### src/rtl/mx_block_encoder_if.sv
// Handshake bundle between an FP32 producer and the MX block encoder.
// Input stream plus packed MXFP8 block output.
interface mx_block_encoder_if #(
  parameter int BLOCK_SIZE = 32
);
  logic                    in_valid;
  logic                    in_ready;
  logic [31:0]             in_data;
  logic                    in_last;
  logic                    out_valid;
  logic                    out_ready;
  logic [7:0]              out_scale;
  logic [BLOCK_SIZE*8-1:0] out_elems;

  modport master (
    output in_valid, in_data, in_last, out_ready,
    input  in_ready, out_valid, out_scale, out_elems
  );

  modport slave (
    input  in_valid, in_data, in_last, out_ready,
    output in_ready, out_valid, out_scale, out_elems
  );
endinterface

### src/rtl/mx_block_encoder.sv
// Serial FP32 -> OCP MX (E8M0 scale + E4M3 elements) block encoder.
// Fills a block, derives the shared scale, quantizes one slot per cycle.
module mx_block_encoder #(
  parameter int BLOCK_SIZE = 32
) (
  input  logic clk,
  input  logic rst_n,
  mx_block_encoder_if.slave bus
);
  localparam int AW = $clog2(BLOCK_SIZE);
  localparam logic [AW-1:0] LAST = AW'(BLOCK_SIZE - 1);

  localparam logic [1:0] FILL  = 2'd0;
  localparam logic [1:0] SCALE = 2'd1;
  localparam logic [1:0] QUANT = 2'd2;
  localparam logic [1:0] OUT   = 2'd3;

  logic [1:0]              state_q, state_d;
  logic [AW-1:0]           count_q;
  logic [AW-1:0]           qidx_q;
  logic [7:0]              max_q;
  logic                    nan_q;
  logic [7:0]              scale_q;
  logic [BLOCK_SIZE*8-1:0] elems_q;
  logic [31:0]             buf_q [BLOCK_SIZE];

  logic        xfer;
  logic [31:0] cur;
  logic [7:0]  q_elem;

  function automatic logic [7:0] quant(
    input logic [31:0] x,
    input logic [7:0]  sc
  );
    logic              s;
    logic [7:0]        ex;
    logic [22:0]       m;
    logic signed [9:0] e;
    logic signed [9:0] ef;
    logic              up;
    logic [3:0]        mt;
    logic [1:0]        k;
    logic [26:0]       t;
    logic [3:0]        r;
    s  = x[31];
    ex = x[30:23];
    m  = x[22:0];
    e  = $signed({2'b00, ex}) - $signed({2'b00, sc});
    ef = e + 10'sd7;
    up = m[19] & ((|m[18:0]) | m[20]);
    mt = {1'b0, m[22:20]} + {3'b000, up};
    if (mt[3]) ef = ef + 10'sd1;
    // Subnormal path: shift by 21..24 expressed as 0..3 past bit 21
    k = 2'b01 - e[1:0];
    t = {1'b1, m, 3'b000} >> k;
    r = {1'b0, t[26:24]}
      + {3'b000, t[23] & ((|t[22:0]) | t[24])};
    quant = {s, 7'h00};
    if (ex == 8'h00) begin
      quant = {s, 7'h00};
    end else if (e >= -10'sd6) begin
      if (ef > 10'sd15 || (ef == 10'sd15 && mt[2:0] == 3'b111))
        quant = {s, 7'h7E};
      else
        quant = {s, ef[3:0], mt[2:0]};
    end else if (e >= -10'sd10) begin
      quant = {s, 3'b000, r};
    end
  endfunction

  assign xfer = bus.in_valid && (state_q == FILL);
  assign cur = (qidx_q > count_q) ? 32'h0 : buf_q[qidx_q];
  assign q_elem = nan_q ? 8'h00 : quant(cur, scale_q);

  assign bus.in_ready  = (state_q == FILL);
  assign bus.out_valid = (state_q == OUT);
  assign bus.out_scale = scale_q;
  assign bus.out_elems = elems_q;

  // Next-state selection for the fill/scale/quantize/output sequence
  always_comb begin
    state_d = state_q;
    unique case (state_q)
      FILL:  if (xfer && (count_q == LAST || bus.in_last)) state_d = SCALE;
      SCALE: state_d = QUANT;
      QUANT: if (qidx_q == LAST) state_d = OUT;
      OUT:   if (bus.out_ready) state_d = FILL;
      default: state_d = FILL;
    endcase
  end

  // State, block statistics, element buffer and output registers
  always_ff @(posedge clk or negedge rst_n) begin
    if (!rst_n) begin
      state_q <= FILL;
      count_q <= '0;
      qidx_q  <= '0;
      max_q   <= 8'h00;
      nan_q   <= 1'b0;
      scale_q <= 8'h00;
      elems_q <= '0;
      for (int i = 0; i < BLOCK_SIZE; i++) buf_q[i] <= 32'h0;
    end else begin
      state_q <= state_d;
      unique case (state_q)
        FILL: if (xfer) begin
          buf_q[count_q] <= bus.in_data;
          if (bus.in_data[30:23] == 8'hFF) nan_q <= 1'b1;
          else if (bus.in_data[30:23] > max_q) max_q <= bus.in_data[30:23];
          if (!(count_q == LAST || bus.in_last)) count_q <= count_q + 1'b1;
        end
        SCALE: begin
          qidx_q  <= '0;
          scale_q <= nan_q ? 8'hFF
                   : (max_q < 8'd8 ? 8'h00 : max_q - 8'd8);
        end
        QUANT: begin
          elems_q[{qidx_q, 3'b000} +: 8] <= q_elem;
          qidx_q <= qidx_q + 1'b1;
        end
        OUT: if (bus.out_ready) begin
          count_q <= '0;
          max_q   <= 8'h00;
          nan_q   <= 1'b0;
        end
        default: ;
      endcase
    end
  end
endmodule

### src/flat_wrapper.sv
// flat-port wrapper written by rule: the top's interface ports become plain ports
module mx_block_encoder_flat 
#(
  parameter int BLOCK_SIZE = 32
)
  (clk, rst_n, bus_in_valid, bus_in_data, bus_in_last, bus_out_ready, bus_in_ready, bus_out_valid, bus_out_scale, bus_out_elems);
  mx_block_encoder_if #(.BLOCK_SIZE(BLOCK_SIZE)) bus_i ();
  input  logic clk;
  input  logic rst_n;
  input wire logic [$bits(bus_i.in_valid)-1:0] bus_in_valid;
  input wire logic [$bits(bus_i.in_data)-1:0] bus_in_data;
  input wire logic [$bits(bus_i.in_last)-1:0] bus_in_last;
  input wire logic [$bits(bus_i.out_ready)-1:0] bus_out_ready;
  output wire logic [$bits(bus_i.in_ready)-1:0] bus_in_ready;
  output wire logic [$bits(bus_i.out_valid)-1:0] bus_out_valid;
  output wire logic [$bits(bus_i.out_scale)-1:0] bus_out_scale;
  output wire logic [$bits(bus_i.out_elems)-1:0] bus_out_elems;
  assign bus_i.in_valid = bus_in_valid;
  assign bus_i.in_data = bus_in_data;
  assign bus_i.in_last = bus_in_last;
  assign bus_i.out_ready = bus_out_ready;
  assign bus_in_ready = bus_i.in_ready;
  assign bus_out_valid = bus_i.out_valid;
  assign bus_out_scale = bus_i.out_scale;
  assign bus_out_elems = bus_i.out_elems;
  mx_block_encoder #(.BLOCK_SIZE(BLOCK_SIZE)) u_core (.clk(clk), .rst_n(rst_n), .bus(bus_i));
endmodule
### config.mk
export PLATFORM = sky130hd
export DESIGN_NAME = mx_block_encoder_flat
export DESIGN_NICKNAME = d
export VERILOG_FILES = /design/src/rtl/mx_block_encoder_if.sv /design/src/rtl/mx_block_encoder.sv /design/src/flat_wrapper.sv
export SDC_FILE = /design/constraint.sdc
export NUM_CORES = 2
export LEC_CHECK = 0
export CORE_AREA = 2 2 490 492
export DETAILED_ROUTE_END_ITERATION = 8
export DIE_AREA = 0 0 492 494
export GPL_TIMING_DRIVEN = 1
export HOLD_SLACK_MARGIN = 0.12
export MAX_ROUTING_LAYER = met4
export PLACE_DENSITY = 0.42
export SYNTH_ARGS = -nofsm -noshare
export SYNTH_HDL_FRONTEND = slang
export SYNTH_SLANG_ARGS = --single-unit
### constraint.sdc
create_clock -name clk -period 7.4 [get_ports clk]
set_input_delay 1.48 -clock clk [delete_from_list [all_inputs] [get_ports clk]]
set_output_delay 1.48 -clock clk [all_outputs]
set_load 0.02 [all_outputs]
# Word-level counts from Yosys, hierarchy flattened
# Cells that the tools add are included.
[totals]
word_cells = 134
regBits = 1309
[op_classes]
muxes = 34
order_cmp = 9
n_bitwise = 6
n_shift = 3
n_reduce_logical = 17
addsub = 10
eq_ne = 16
[ops]
columns = ["cell", "n"]
rows = [
  ["1024-bit bitwise mux", 1],
  ["256-bit bitwise mux", 1],
  ["8-bit by 10-bit variable shift with 256-bit output (first input constant)", 1],
  ["8-bit by 10-bit variable part select with 256-bit output", 1],
  ["32-bit binary-select mux with 5-bit select", 1],
  ["32-bit demux with 5-bit select", 1],
  ["32-bit two-way mux", 4],
  ["8-bit two-way mux", 7],
  ["27-bit by 2-bit right shift with 27-bit output", 1],
  ["23-bit OR reduction", 1],
  ["7-bit two-way mux", 3],
  ["5-bit one-hot mux with 2 select lines", 2],
  ["19-bit OR reduction", 1],
  ["8-bit one-hot mux with 2 select lines", 1],
  ["5-bit two-way mux", 3],
  ["6-bit >= comparator (second input constant)", 2],
  ["5-bit inverter with 6-bit output", 2],
  ["10-bit by 2-bit adder with 10-bit output (second input constant)", 1],
  ["10-bit by 4-bit adder with 10-bit output (second input constant)", 1],
  ["5-bit by 1-bit adder with 5-bit output (second input constant)", 2],
  ["10-bit by 5-bit == test with 1-bit output (second input constant)", 1],
  ["5-bit == test (second input constant)", 2],
  ["10-bit by 4-bit >= comparator with 1-bit output (second input constant)", 1],
  ["10-bit by 5-bit >= comparator with 1-bit output (second input constant)", 1],
  ["33 further kinds", 53],
]

# Depth between registers and ports, before layout
[depth]
word_depth = 19
depth_mapped = 24

# Worst setup path after synthesis
# OpenSTA, ideal clock, no wires.
[synth_path]
path_kind = "register to register"
from = "reg u_core.qidx_q[1]"
to = "reg u_core.elems_q[121] (netlist: u_core.bus.out_elems[121])"
path_slack_ns = 1.872
arrival_time_ns = 5.388
n_path_buf = 5
setup_ns = 0.140
synth_period_minus_slack_ns = 5.528
stages_incl_launch_ff = 23
path_cell_list = "dfrtp_1 -> buf_2 -> buf_2 -> buf_2 -> clkbuf_1 -> mux4_2 -> mux2i_1 -> o311ai_0 -> o211ai_1 -> ha_1 -> inv_1 -> fa_1 -> a211o_1 -> a211o_1 -> a211oi_2 -> nand3_1 -> o21ai_0 -> nand4_1 -> o21ai_1 -> o2111ai_4 -> o41ai_4 -> buf_2 -> o31ai_1"
[synth_between]
elab_chain_cells = 19
[synth_rtl]
columns = ["item", "line", "rtl"]
rows = [
  ["start, declared", "mx_block_encoder.sv:20", "logic [AW-1:0] qidx_q;"],
  ["start signal, assigned", "mx_block_encoder.sv:119", "qidx_q <= qidx_q + 1'b1;"],
  ["branches (longest 18 deep; another with 10-bit by 4-bit adder with 10-bit output)", "-", ""],
  ["256-bit bitwise mux (*)", "mx_block_encoder.sv:118", "elems_q[{qidx_q, 3'b000} +: 8] <= q_elem;"],
  ["end signal, assigned by index", "mx_block_encoder.sv:118", ""],
  ["end, declared", "mx_block_encoder.sv:24", "logic [BLOCK_SIZE*8-1:0] elems_q;"],
]
# Every way passes the cells marked *. The select of a mux whose other input is x is not followed.
# A chain may end at the register's enable or synchronous reset.

# Final worst setup path
[layout_path]
from = "reg u_core.qidx_q[1]"
to = "reg u_core.elems_q[114] (netlist: u_core.bus.out_elems[114])"
# Same word-level chain as after synthesis.

==> results by group <==
Outcome
  • Outcome: finished, final reports clean

Finish
  • FILL cells: 23,900
  • Final Cell Area: 70,900 sq um
  • Register area: 32,800 sq um
  • Share of cells above drive strength 1: 34.4%
  • Final #Nets: 4,757
  • Area Growth Syn to Fin: 20.0%
  • Area taken by multi-input logic gates: 24,700 sq um
  • Most common cell after layout, fill and taps aside: dfrtp_1
  • Most frequent cells in the layout: dfrtp_1 (1,304), mux2_2 (1,050), nand2_1 (383), clkdlybuf4s50_1 (300), o21ai_0 (172)
  • Fin util: 29.9%

Clocking
  • CTS root buffer: clkbuf_16
  • Reg clk slew, reported paths: 60 ps
  • CTS Sinks: 1,309
  • Post-CTS setup buffers: 0
  • Clock Path Buffers: 3
  • Total number of H-tree levels: 4
  • Num CTS Buffers: 154
  • CTS Hold Bufs: 0
  • Post-CTS sizing: 0
  • CTS tree: done
  • Clock Latency Late Sink: 820 ps

Route
  • Vias: 38,000
  • Drt wl/cell: 25.6 um
  • First drt pass iteration count: 7
  • Routed Antenna Nets: 0
  • DRC: 0
  • Routed Wire Length: 204,000 um
  • First DRT Iteration DRCs: 2,381
  • Vias per Instance: 4.77

Critical path
  • Crit path DAT: 7320 ps
  • Worst Setup SP: u_core.qidx_q[1]
  • CP max stage cell: nor3_4
  • R2r setup slk: 680 ps
  • Crit Path Max Fanout: 31
  • FF-to-FF End: u_core.bus.out_elems[114]
  • CP Capture Type: flop
  • Slowest stage delay, CP: 940 ps
  • Worst Setup Start Kind: flop
  • RR Startpoint: u_core.qidx_q[1]
  • Required time of the critical path: 8010 ps
  • Reg2reg path depth: 17
  • Critical path type: reg -> reg
  • Worst path cell trace: or3b_2, o22ai_1, a2111oi_0, o211ai_1, ha_1, inv_1, fa_1, a211o_1, a211o_1, a211oi_2, nand3_1, o21ai_0, nand4_1, o21ai_1, o2111ai_4, nor3_4, o41ai_1
  • Cell seen most often among critical-path stages: a211o_1

Global routing
  • First-pass GRT wire length: 299,000 um
  • Vias in the first global route: 39,500
  • Total GRT Usage: 17.2%
  • Largest net degree at the start of global routing: 166
  • Global route overflow: 0
  • Initial antenna violation count: 10

Timing
  • Unrepaired setup endpoints after global routing: no
  • PnR worst setup slack: 682 ps
  • Post-Route Setup TNS: 0 ps
  • Skew final: 45.9 ps
  • Final min period: 6720 ps
  • Max-slew violations: 0
  • Hold Fails Final Rpt: 0
  • Fmax: 149 MHz
  • Final Setup Violations: 0
  • Final period util: 90.8%
  • Max_slew headroom: 8.54%
  • Worst-Margin Slew: 1370 ps

Floorplan
  • Die X: 492 um
  • Die height: 494 um
  • Die area: 243,000 sq um
  • Core area: 237,000 sq um
  • Io pins: 303
  • Initial Util: 24.9%
  • Num rows: 179

Power and ir drop
  • Power per Cell Area: 340 nW/um^2
  • Total Power: 24,100 uW
  • P_leak: 0.0318 uW
  • VDD IR-drop max: 265 uV

Logic synthesis
  • Netlist cell types: 86
  • Synth Cell Area: 59,100 sq um
  • Register area share after synthesis: 55.4%
  • Syn Nets: 4,539
  • Yosys top cell area share: 55.4%
  • Yosys warns: 0
  • Ys async rst share: 100%
  • Cell count after synthesis: 4,459
  • Synth Flop Type: dfrtp_1
  • Post-synth EDFFs: 0
  • Syn_area_per_cell: 13.3 sq um
  • Ranking of synthesized cells by area: dfrtp_1 (55%), mux2_2 (20%), mux4_2 (5.1%)
  • Post-synth top area cell: dfrtp_1
  • Flops & latches, synth: 1,309

Hold path
  • Worst hold path class: reg -> reg
  • Hold Path Stages: 2
  • Endpoint, Worst Hold: u_core.bus.out_elems[105]
  • Worst Hold Launch: u_core.bus.out_elems[105]

Placed design
  • DP HPWL: 129,000 um
  • Dpl ws: 564 ps
  • GP Congestion: 0.796
  • PortBufs: 302
  • DP Area: 65,800 sq um

Run
  • Max-cap violations: 0
-- flip-flops by register name, indices dropped and copies added, names as in the netlist --
| signal | cells |
|---|---|
| u_core.max_q | 8 |
| u_core.qidx_q | 5 |
| u_core.count_q | 5 |
| u_core.nan_q | 1 |
| u_core.buf_q | 1024 |
| u_core.state_q | 2 |
| u_core.bus.out_elems | 256 |
| u_core.bus.out_scale | 8 |
-- area by class of cell --
type	count	share of cell area [%]
well taps	3167	5.59
clock inverters	42	0.895
multi-input cells	2719	34.8
diodes	6	0.0212
flip-flops and latches	1309	46.2
inverters	51	0.270
repair buffers	442	5.99
clock buffers	227	6.23
-- synthesized netlist by cell type, types with 6 or more instances --
cell,instances
buf_2,42
dfrtp_1,1309
xnor2_1,14
nand2b_1,16
a2111oi_0,26
o21ai_0,174
buf_6,16
o21bai_1,11
o21a_1,15
nor4b_1,6
buf_1,57
a21oi_1,48
o2111ai_1,7
nor2b_1,21
nor2_1,112
nor3_1,68
clkbuf_1,245
or4_1,6
nor4_1,30
mux4_2,134
or3_1,10
mux4_1,8
and3_1,12
nand4_1,12
o22ai_1,44
o311ai_0,10
buf_4,15
o31ai_1,105
a211oi_1,25
mux2_2,1050
or2_2,8
o41ai_2,23
nor3b_1,12
a31oi_1,9
o41ai_1,27
mux2i_1,71
o211ai_1,17
and2_1,8
nand2_1,399
nand3_1,53
inv_1,46
a22oi_1,17
ha_1,42
-- stage by stage --
stage / cells / hold slack [ps]
after floorplan: 4459 / 444
after global placement: 7688 / 458
after detailed placement: 7688 / 459
after CTS: 7957 / 475
after global routing: 7961 / 492
final: 7963 / 474
-- worst max-delay path, delay by kind of cell (launching register included) --
kind	cells	cell delay, ps
AO/OA/AOI/OAI	10	2950
AND/OR/NAND/NOR	4	2000
flip-flops	1	810
adder cells (fa/ha/maj)	2	670
buffers and inverters	1	60
-- logic make-up after synthesis --
logic type               Yosys count  share of synthesized area (%)
flip-flops                      1309                           55.4
AND/OR/NAND/NOR                  786                           6.04
AO/OA/AOI/OAI                    607                           7.38
XOR/XNOR                          20                          0.328
adder cells (fa/ha/maj)           43                          0.923
multiplexers                    1263                           26.7
buffers and inverters            431                           3.25
-- layer usage --
| metal | share of wire, % | GRT usage, % |
|---|---|---|
| met3 | 3.8 | 2.45 |
| met4 | 1.9 | 3.77 |
| met2 | 47 | 27.4 |
| met5 | 0 | - |
| met1 | 47 | 23.1 |
-- worst max-delay path by stage --
stage / end / slack [ps] / cells after the start
after detailed placement: u_core.bus.out_elems[82] / 560 / 16
after global placement: u_core.bus.out_elems[242] / 550 / 16
after global routing: u_core.bus.out_elems[114] / 230 / 17
final: u_core.bus.out_elems[114] / 680 / 17
after floorplan: u_core.bus.out_elems[121] / 1870 / 22
after CTS: u_core.bus.out_elems[114] / 540 / 16
-- where the power goes --
part	switching, uW	internal [uW]
sequential	683	8350
combinational	4320	3060
clock	3220	4450
No activity file was read; power rests on OpenSTA's default activity.
